**src/rtl/dmem_arbiter.sv**
```systemverilog
// Two-requester round-robin arbiter in front of a single-port data memory.
// One transaction per ack cycle; per-requester completed-grant counters.
module dmem_arbiter #(
    parameter int AW = 32,
    parameter int DW = 32,
    parameter int CW = 16
) (
    input  logic          clk,
    input  logic          rst_n,

    input  logic          a_req,
    input  logic          a_we,
    input  logic [AW-1:0] a_addr,
    input  logic [DW-1:0] a_wdata,
    output logic          a_ack,
    output logic [DW-1:0] a_rdata,

    input  logic          b_req,
    input  logic          b_we,
    input  logic [AW-1:0] b_addr,
    input  logic [DW-1:0] b_wdata,
    output logic          b_ack,
    output logic [DW-1:0] b_rdata,

    output logic [AW-1:0] mem_address,
    output logic [DW-1:0] mem_data_in,
    output logic          mem_WE,
    input  logic [DW-1:0] mem_data_out,

    output logic [CW-1:0] gnt_cnt_a,
    output logic [CW-1:0] gnt_cnt_b
);

    typedef enum logic [1:0] {
        IDLE  = 2'd0,
        GNT_A = 2'd1,
        GNT_B = 2'd2
    } state_t;

    localparam logic          LAST_A  = 1'b0;
    localparam logic          LAST_B  = 1'b1;
    localparam logic [CW-1:0] CNT_ONE = {{(CW-1){1'b0}}, 1'b1};

    state_t        r_state;
    state_t        w_state_next;
    logic          r_last;
    logic [CW-1:0] r_gnt_cnt_a;
    logic [CW-1:0] r_gnt_cnt_b;

    // Arbitration is the same from every state, so an ack cycle can be
    // followed directly by another grant without an idle bubble.
    always_comb begin
        w_state_next = IDLE;
        if (a_req && b_req) begin
            w_state_next = (r_last == LAST_A) ? GNT_B : GNT_A;
        end else if (a_req) begin
            w_state_next = GNT_A;
        end else if (b_req) begin
            w_state_next = GNT_B;
        end
    end

    // Counters advance on the edge that closes a grant cycle, so an async
    // reset inside that cycle clears them before the increment can land.
    always_ff @(posedge clk or negedge rst_n) begin
        if (!rst_n) begin
            r_state     <= IDLE;
            r_last      <= LAST_B;
            r_gnt_cnt_a <= '0;
            r_gnt_cnt_b <= '0;
        end else begin
            r_state <= w_state_next;
            if (w_state_next == GNT_A) begin
                r_last <= LAST_A;
            end else if (w_state_next == GNT_B) begin
                r_last <= LAST_B;
            end
            if (r_state == GNT_A) begin
                r_gnt_cnt_a <= r_gnt_cnt_a + CNT_ONE;
            end
            if (r_state == GNT_B) begin
                r_gnt_cnt_b <= r_gnt_cnt_b + CNT_ONE;
            end
        end
    end

    // Memory-side and requester-side outputs depend only on the registered
    // state plus the granted requester's inputs.
    always_comb begin
        mem_address = '0;
        mem_data_in = '0;
        mem_WE      = 1'b0;
        a_ack       = 1'b0;
        b_ack       = 1'b0;
        a_rdata     = '0;
        b_rdata     = '0;
        case (r_state)
            GNT_A: begin
                mem_address = a_addr;
                mem_data_in = a_wdata;
                mem_WE      = a_we;
                a_ack       = 1'b1;
                a_rdata     = mem_data_out;
            end
            GNT_B: begin
                mem_address = b_addr;
                mem_data_in = b_wdata;
                mem_WE      = b_we;
                b_ack       = 1'b1;
                b_rdata     = mem_data_out;
            end
            default: begin
                mem_address = '0;
            end
        endcase
    end

    assign gnt_cnt_a = r_gnt_cnt_a;
    assign gnt_cnt_b = r_gnt_cnt_b;

endmodule

```
**config.mk**
```make
export PLATFORM = sky130hd
export DESIGN_NAME = dmem_arbiter
export DESIGN_NICKNAME = d
export VERILOG_FILES = /design/src/rtl/dmem_arbiter.sv
export SDC_FILE = /design/constraint.sdc
export NUM_CORES = 1
export LEC_CHECK = 0
export BUFFER_PORTS_ARGS = -buffer_cell sky130_fd_sc_hd__clkbuf_2
export CORE_AREA = 8 8 123 125
export DETAILED_ROUTE_END_ITERATION = 8
export DIE_AREA = 0 0 131 133
export PLACE_DENSITY = 0.58
export SYNTH_ARGS = -nofsm -noshare
export SYNTH_HDL_FRONTEND = slang
export SYNTH_SLANG_ARGS = --single-unit
```
**constraint.sdc**
```tcl
create_clock -name clk -period 5.15 [get_ports clk]
set_clock_uncertainty 0.05 [all_clocks]
set_input_delay 1.03 -clock clk [delete_from_list [all_inputs] [get_ports clk]]
set_output_delay 1.03 -clock clk [all_outputs]
set_load 0.02 [all_outputs]
```
==> summary.md, run 1 <==
| Metric | Value |
|---|---|
| Status | `complete, no violations` |
| Hold crit path type | `reg2reg` |
| Clk slew on worst S/H paths | `50 ps` |
| WP data required | `4070 ps` |
| Slew Viols, Final | `0` |
| Critical path peak fanout | `about 100` |
| WHS Endpoint | `gnt_cnt_b[15]` |
| Largest net degree at the start of global routing | `105` |
| DP Worst Slack | `1990 ps` |
| Overall routing resource usage | `0.155` |
| Final Setup Violations | `0` |
| Worst reg2reg endpoint | `gnt_cnt_a[12]` |
| Chip Height | `between 100 and 150 um` |
| CTS Buffer Depth | `2` |
| CTS buffer count | `5` |
| Synthesis warning total | `0` |
| Multi-input logic area | `1800 um2` |
| Core ar. | `13100 um2` |
| Synthesized area | `2800 um2` |
| Synth top area cells | `dfrtp_1 30%, a22oi_1 17%, and2_1 15%` |
| Total gr overflow | `0` |
| Count of cell types in the netlist | `26` |
| Antenna violations before repair | `1` |
| Hpwl dp | `12500 um` |
| Drc violations | `0` |
| Crit path launch | `r_state[1]` |
| Post-CTS sizing | `0` |
| Max Cap Violations | `0` |
| WS Path Type | `reg2out` |
| Post-route setup TNS | `0 ps` |
| Register area | `877 um2` |
| Total I/O pin count | `329` |
| Area growth, synth to finish | `68.4%` |
| ANT nets after route | `0` |
| Power density cells | `around 330 nW/um2` |
| Setup Buffers After CTS | `0` |
| Setup crit end kind | `primary output` |
| Relative slew slack | `0.312` |
| Top Layer Used | `met5` |
| Vias | `about 3600` |
| Die width | `131 um` |
| Layout net count | `831` |
| Met3 WL | `1410 um` |
| # rows | `42` |
| Worst VDD drop | `319 uV` |
| Final min period | `3460 ps` |
| Number of global-route vias before repair | `3520` |
| Met2 wire length | `7520 um` |
| Share of layout cells above drive strength 1 | `0.526` |
| Worst setup margin | `1690 ps` |
| First-pass iteration count of the detailed router | `4` |
| Area share of the largest cell type after synthesis | `0.304` |
| Hold buffer count at CTS | `0` |
| R2r setup slk | `2740 ps` |
| Port Buffers | `approximately 330` |
| Number of diodes | `0` |
| Filler Cell Count | `1414` |
| Initial DRC count | `158` |
| Wl on met1 | `5710 um` |
| Clock latency on the worst-skew pair | `270 ps` |
| Flops & latches, synth | `35` |
| Hold path start | `gnt_cnt_b[15]` |
| Startpoint types | `flop` |
| Final Cycle Share | `0.671` |
| CTS H-tree depth | `2` |
| Cell count after synthesis | `352` |
| Final Total Pwr | `1.58 mW` |
| Reg2Reg Depth | `6` |
| FMAX | `289 MHz` |
| WL/cell | `17.9 um` |
| Worst-margin pin slew | `1030 ps` |
| Unrepaired setup endpoints after global routing | `false` |
| Initial Utilization | `0.214` |
| Final Hold Fails | `0` |
| Via-to-Cell Ratio | `4.36` |
| Die Area | `17400 um2` |
| Clock sinks | `35` |
| Syn_area_per_cell | `7.96 um2` |
| Syn_nets | `524` |
| Placer Congestion | `~0.84` |
| Global-route wire length before repair | `~21000 um` |
| Clock root cell | `clkbuf_16` |
| Final WL | `15000 um` |
| CTS tree | `yes` |
| Post-synth top area cell | `dfrtp_1` |
| Hold Path Cell Cnt | `1` |
| Sequential-to-total area share from yosys stat | `0.313` |
| Reg-to-Reg Start | `r_state[1]` |
| Pleak | `~2.7 nW` |
| CP arrival | `2380 ps` |
-- logic make-up (layout without fill, tap and decap cells) --
kind of cell    after synthesis  after routing  synth area share
compound gates               67             67             0.179
xor+xnor                     30             30            0.0938
fa+ha+maj                     6              6            0.0268
buf+inv                      35            343            0.0518
flops                        35             35             0.313
mux                           2              2           0.00804
simple gates                177            177             0.328
-- where the power goes --
| part | switching, mW | internal, mW | total (mW) |
|---|---|---|---|
| Clock | 0.106 | 0.192 | 0.298 |
| Sequential | 0.0663 | 0.327 | 0.393 |
| Combinational | 0.581 | 0.307 | 0.888 |
-- cell usage after synthesis --
master     n
a21boi_0   1
a22oi_1   65
and2_1    66
and3_1     3
and4_1     4
and4_4     1
buf_1      4
buf_2      8
buf_4      1
clkbuf_1  17
dfrtp_1   34
dfstp_2    1
ha_1       6
inv_1      5
mux2_2     2
nand2_1   13
nand3_1    8
nand4_1   10
nand4_2    1
nor2_1    68
nor3_1     1
nor3_2     1
o21ai_0    1
or2_2      1
xnor2_1   24
xor2_1     6
-- registers in the layout, summed over array words and instances, names as in the netlist --
register	count
r_last	1
r_state	2
gnt_cnt_b	16
gnt_cnt_a	16
-- routing by layer --
layer  global-route usage  up-vias
li1                     -     1825
met1                0.182     1634
met2                0.274      165
met3               0.0333       22
met4               0.0428        2
met5                    0        -
-- cell usage in the layout (no fill, tap or decap), drive strengths merged, types with 2 or more instances in the layout --
cell	count
mux2	2
and2	66
dfrtp	34
ha	6
xnor2	24
a22oi	65
clkbuf	335
nor3	2
and3	3
nor2	68
and4	5
nand4	11
nand3	8
inv	5
xor2	6
buf	2
nand2	13
-- how the worst max path moves through the flow --
stage	to	cells past startpoint	slack [ps]
6_report	mem_address[29]	5	1690
5_1_grt	mem_address[29]	5	1520
4_1_cts	mem_address[29]	5	1690
3_5_place_dp	mem_address[29]	5	1990
3_3_place_gp	mem_address[29]	5	1950
2_1_floorplan	mem_address[10]	6	2450
-- layout make-up --
class / instances / area share
sequential: 35 / 0.186
inverter: 5 / 0.00398
timing repair buffer: 330 / 0.351
tap: 176 / 0.0467
clock inverter: 1 / 0.00106
multi-input combinational: 282 / 0.381
clock buffer: 7 / 0.0302
-- metrics by stage --
step           cells  area [um2]  hold WS (ps)   util
2_1_floorplan    352        2800           414      -
3_3_place_gp     828        4570           415  0.349
3_5_place_dp     828        4570           413  0.349
4_1_cts          836        4720           428  0.360
5_1_grt          836        4720           450  0.360
6_report         836        4720           426  0.360
-- critical path: stages (launching register included) --
cell	delay, ps
dfrtp_1	400
inv_1	90
ha_4	820
a22oi_1	300
nor2_1	240
clkbuf_2	220
(Power assumes the default switching activity.)
==> run 2, diff against run 1 <==
--- a/config.mk
+++ b/config.mk
@@ -6,10 +6,10 @@
 export NUM_CORES = 1
 export LEC_CHECK = 0
 export BUFFER_PORTS_ARGS = -buffer_cell sky130_fd_sc_hd__clkbuf_2
-export CORE_AREA = 8 8 123 125
+export CORE_AREA = 8 8 121 123
 export DETAILED_ROUTE_END_ITERATION = 8
-export DIE_AREA = 0 0 131 133
-export PLACE_DENSITY = 0.58
+export DIE_AREA = 0 0 129 131
+export PLACE_DENSITY = 0.59
 export SYNTH_ARGS = -nofsm -noshare
 export SYNTH_HDL_FRONTEND = slang
 export SYNTH_SLANG_ARGS = --single-unit
==> constraint.sdc (replaced) <==
create_clock -name clk -period 3.34 [get_ports clk]
set_clock_uncertainty 0.05 [all_clocks]
set_input_delay 0.668 -clock clk [delete_from_list [all_inputs] [get_ports clk]]
set_output_delay 0.668 -clock clk [all_outputs]
set_load 0.02 [all_outputs]
==> run 2 against run 1 <==
Compared with the run above:
- via count rose by 3.0%
- largest power group unchanged
- flip-flop and latch count stayed put
- register-to-register slack worse by 1800 ps
- clock power grew 77%
- largest cell class unchanged
- cell area up 1.6%
==> summary.md, run 2 (synthesized netlist as in run 1, its figures left out) <==
| Metric | Value |
|---|---|
| Worst-margin pin slew | `859 ps (-173 ps)` |
| Power density cells | `528 nW/um2 (+58%)` |
| Clock root cell | `clkbuf_16` |
| Placer Congestion | `0.853 (+1.3%)` |
| Relative slew slack | `0.427 (+0.115)` |
| Total I/O pin count | `329 (unchanged)` |
| Number of diodes | `0 (unchanged)` |
| Final Cycle Share | `0.814` |
| Hold_ws | `424 ps (-1.65 ps)` |
| Post-route setup TNS | `0 ps (unchanged)` |
| Slowest stage delay, CP | `450 ps (-370 ps)` |
| Final Setup Violations | `0 (unchanged)` |
| CP Cell Sequence | `inv_1 > ha_4 > buf_4 > and2_1 > clkbuf_2` |
| Layout net count | `835 (+0.48%)` |
| Die Area | `16900 um2 (-3.0%)` |
| Initial Utilization | `0.218 (+0.00350)` |
| Port Buffers | `328 (unchanged)` |
| Final min period | `2720 ps` |
| Worst path top cell family by delay | `buffers and inverters` |
| Critical path peak fanout | `45 (-57%)` |
| Clk slew on worst S/H paths | `50 ps (about the same)` |
| Area growth, synth to finish | `71.1%` |
| Overall routing resource usage | `0.159 (+0.00367)` |
| WS Path Type | `reg2out` |
| Critical path's slowest cell | `ha_4` |
| FMAX | `368 MHz` |
| Slew Viols, Final | `0 (unchanged)` |
| CTS buffer count | `5 (unchanged)` |
| Core ar. | `12900 um2 (-1.6%)` |
| First-pass iteration count of the detailed router | `4 (unchanged)` |
| Antenna violations before repair | `2 (+1)` |
| Startpoint types | `flop` |
| Worst VDD drop | `314 uV (-1.5%)` |
| Status | `complete, no violations` |
| Post-CTS sizing | `0 (unchanged)` |
| Most common cell after layout, fill and taps aside | `clkbuf_2` |
| Die width | `129 um (-1.5%)` |
| Unrepaired setup endpoints after global routing | `false` |
| Final Hold Fails | `0 (unchanged)` |
| Setup crit end kind | `primary output` |
| Number of global-route vias before repair | `3477 (-1.2%)` |
| Via-to-Cell Ratio | `4.47 (+2.5%)` |
| ANT nets after route | `0 (unchanged)` |
| WP data required | `2620 ps (-1450 ps)` |
| CP arrival | `2000 ps (-380 ps)` |
| Hold buffer count at CTS | `0 (unchanged)` |
| CTS tree | `yes` |
| Pleak | `2.69 nW (+1.5%)` |
| Total gr overflow | `0 (unchanged)` |
| Global-route wire length before repair | `20800 um (-2.1%)` |
| Setup Buffers After CTS | `0 (unchanged)` |
| Crit path buf inv count | `3 (+1)` |
| Commonest non-fill, non-tap cells in the layout | `328 x clkbuf_2, 68 x nor2_1, 66 x and2_1, 65 x a22oi_1, 34 x dfrtp_1` |
| Vias | `3757 (+3.0%)` |
| Clock sinks | `35 (unchanged)` |
| Final core occ | `0.372 (+0.0118)` |
| Hpwl dp | `13200 um (+5.6%)` |
| Clock latency on the worst-skew pair | `280 ps (about the same)` |
| Final WL | `15300 um (+2.4%)` |
| # rows | `42 (unchanged)` |
| Drc violations | `0 (unchanged)` |
| Largest net degree at the start of global routing | `66 (-37%)` |
| Initial DRC count | `164 (+3.8%)` |
| Chip Height | `131 um (-1.5%)` |
| Hold crit path type | `reg2reg` |
| CTS H-tree depth | `2 (unchanged)` |
| WL/cell | `18.2 um (+1.9%)` |
| Share of layout cells above drive strength 1 | `0.530 (+0.00436)` |
| Max Cap Violations | `0 (unchanged)` |
| CTS Buffer Depth | `2 (unchanged)` |
[run 2: cell types whose count changed in the layout (fill, tap and decap cells not counted)]
cell and delta:
clkbuf_1 -1, buf_4 +2, clkinv_4 +1, buf_12 +2
clkbuf_8 -1, bufinv_16 +1
[run 2: final cells by class]
class / count / area, um2
Tap cell: 176 / 220
Timing Repair Buffer: 334 / 1710
Fill cell: 1391 / 8080
Inverter: 5 / 18.8
Multi-Input combinational cell: 282 / 1800
Clock buffer: 5 / 125
Clock inverter: 3 / 43.8
Sequential cell: 35 / 877
[run 2: final timing paths]
check,from,to,slack [ps],depth (start not counted)
max,r_state[1],a_rdata[22],620,5
min,gnt_cnt_a[15],gnt_cnt_a[15],420,1
max reg2reg,r_state[1],gnt_cnt_a[12],970,7
min reg2reg,gnt_cnt_a[15],gnt_cnt_a[15],420,1
max in group asynchronous,rst_n,gnt_cnt_a[15],2260,1
min in group asynchronous,rst_n,gnt_cnt_a[3],440,1
[run 2: layer usage]
| metal | up-vias | part of all wire | wire length (um) | track usage |
|---|---|---|---|---|
| li1 | 1841 | - | - | - |
| met1 | 1723 | 0.38 | 5780 | 0.183 |
| met2 | 170 | 0.50 | 7590 | 0.272 |
| met3 | 19 | 0.11 | 1670 | 0.0637 |
| met4 | 4 | 0.017 | 263 | 0.0352 |
| met5 | - | 0.0014 | 21 | 0 |
[run 2: power by group]
part	switching, mW	leakage [nW]	internal (mW)	total, mW
sequential	0.108	0.463	0.504	0.612
clock	0.175	0.0838	0.351	0.526
combinational	0.897	2.14	0.497	1.39
total	1.18	2.69	1.35	2.53
[run 2: worst reg2reg max path, stage by stage, from the launching register on]
cell and delay [ps]:
dfrtp_1 390, inv_1 90, ha_4 450, buf_4 420
and4_1 280, and3_1 290, nand4_1 140, xnor2_1 140
[run 2: stage by stage]
stage               area, um2  setup slack [ps]  cells  power [mW]
global placement         4620               899    832        2.04
floorplan                2800               997    352        1.45
global route             4790               498    840        2.70
CTS                      4790               597    840        2.58
finish                   4790               622    840        2.53
detailed placement       4620               917    832        2.04
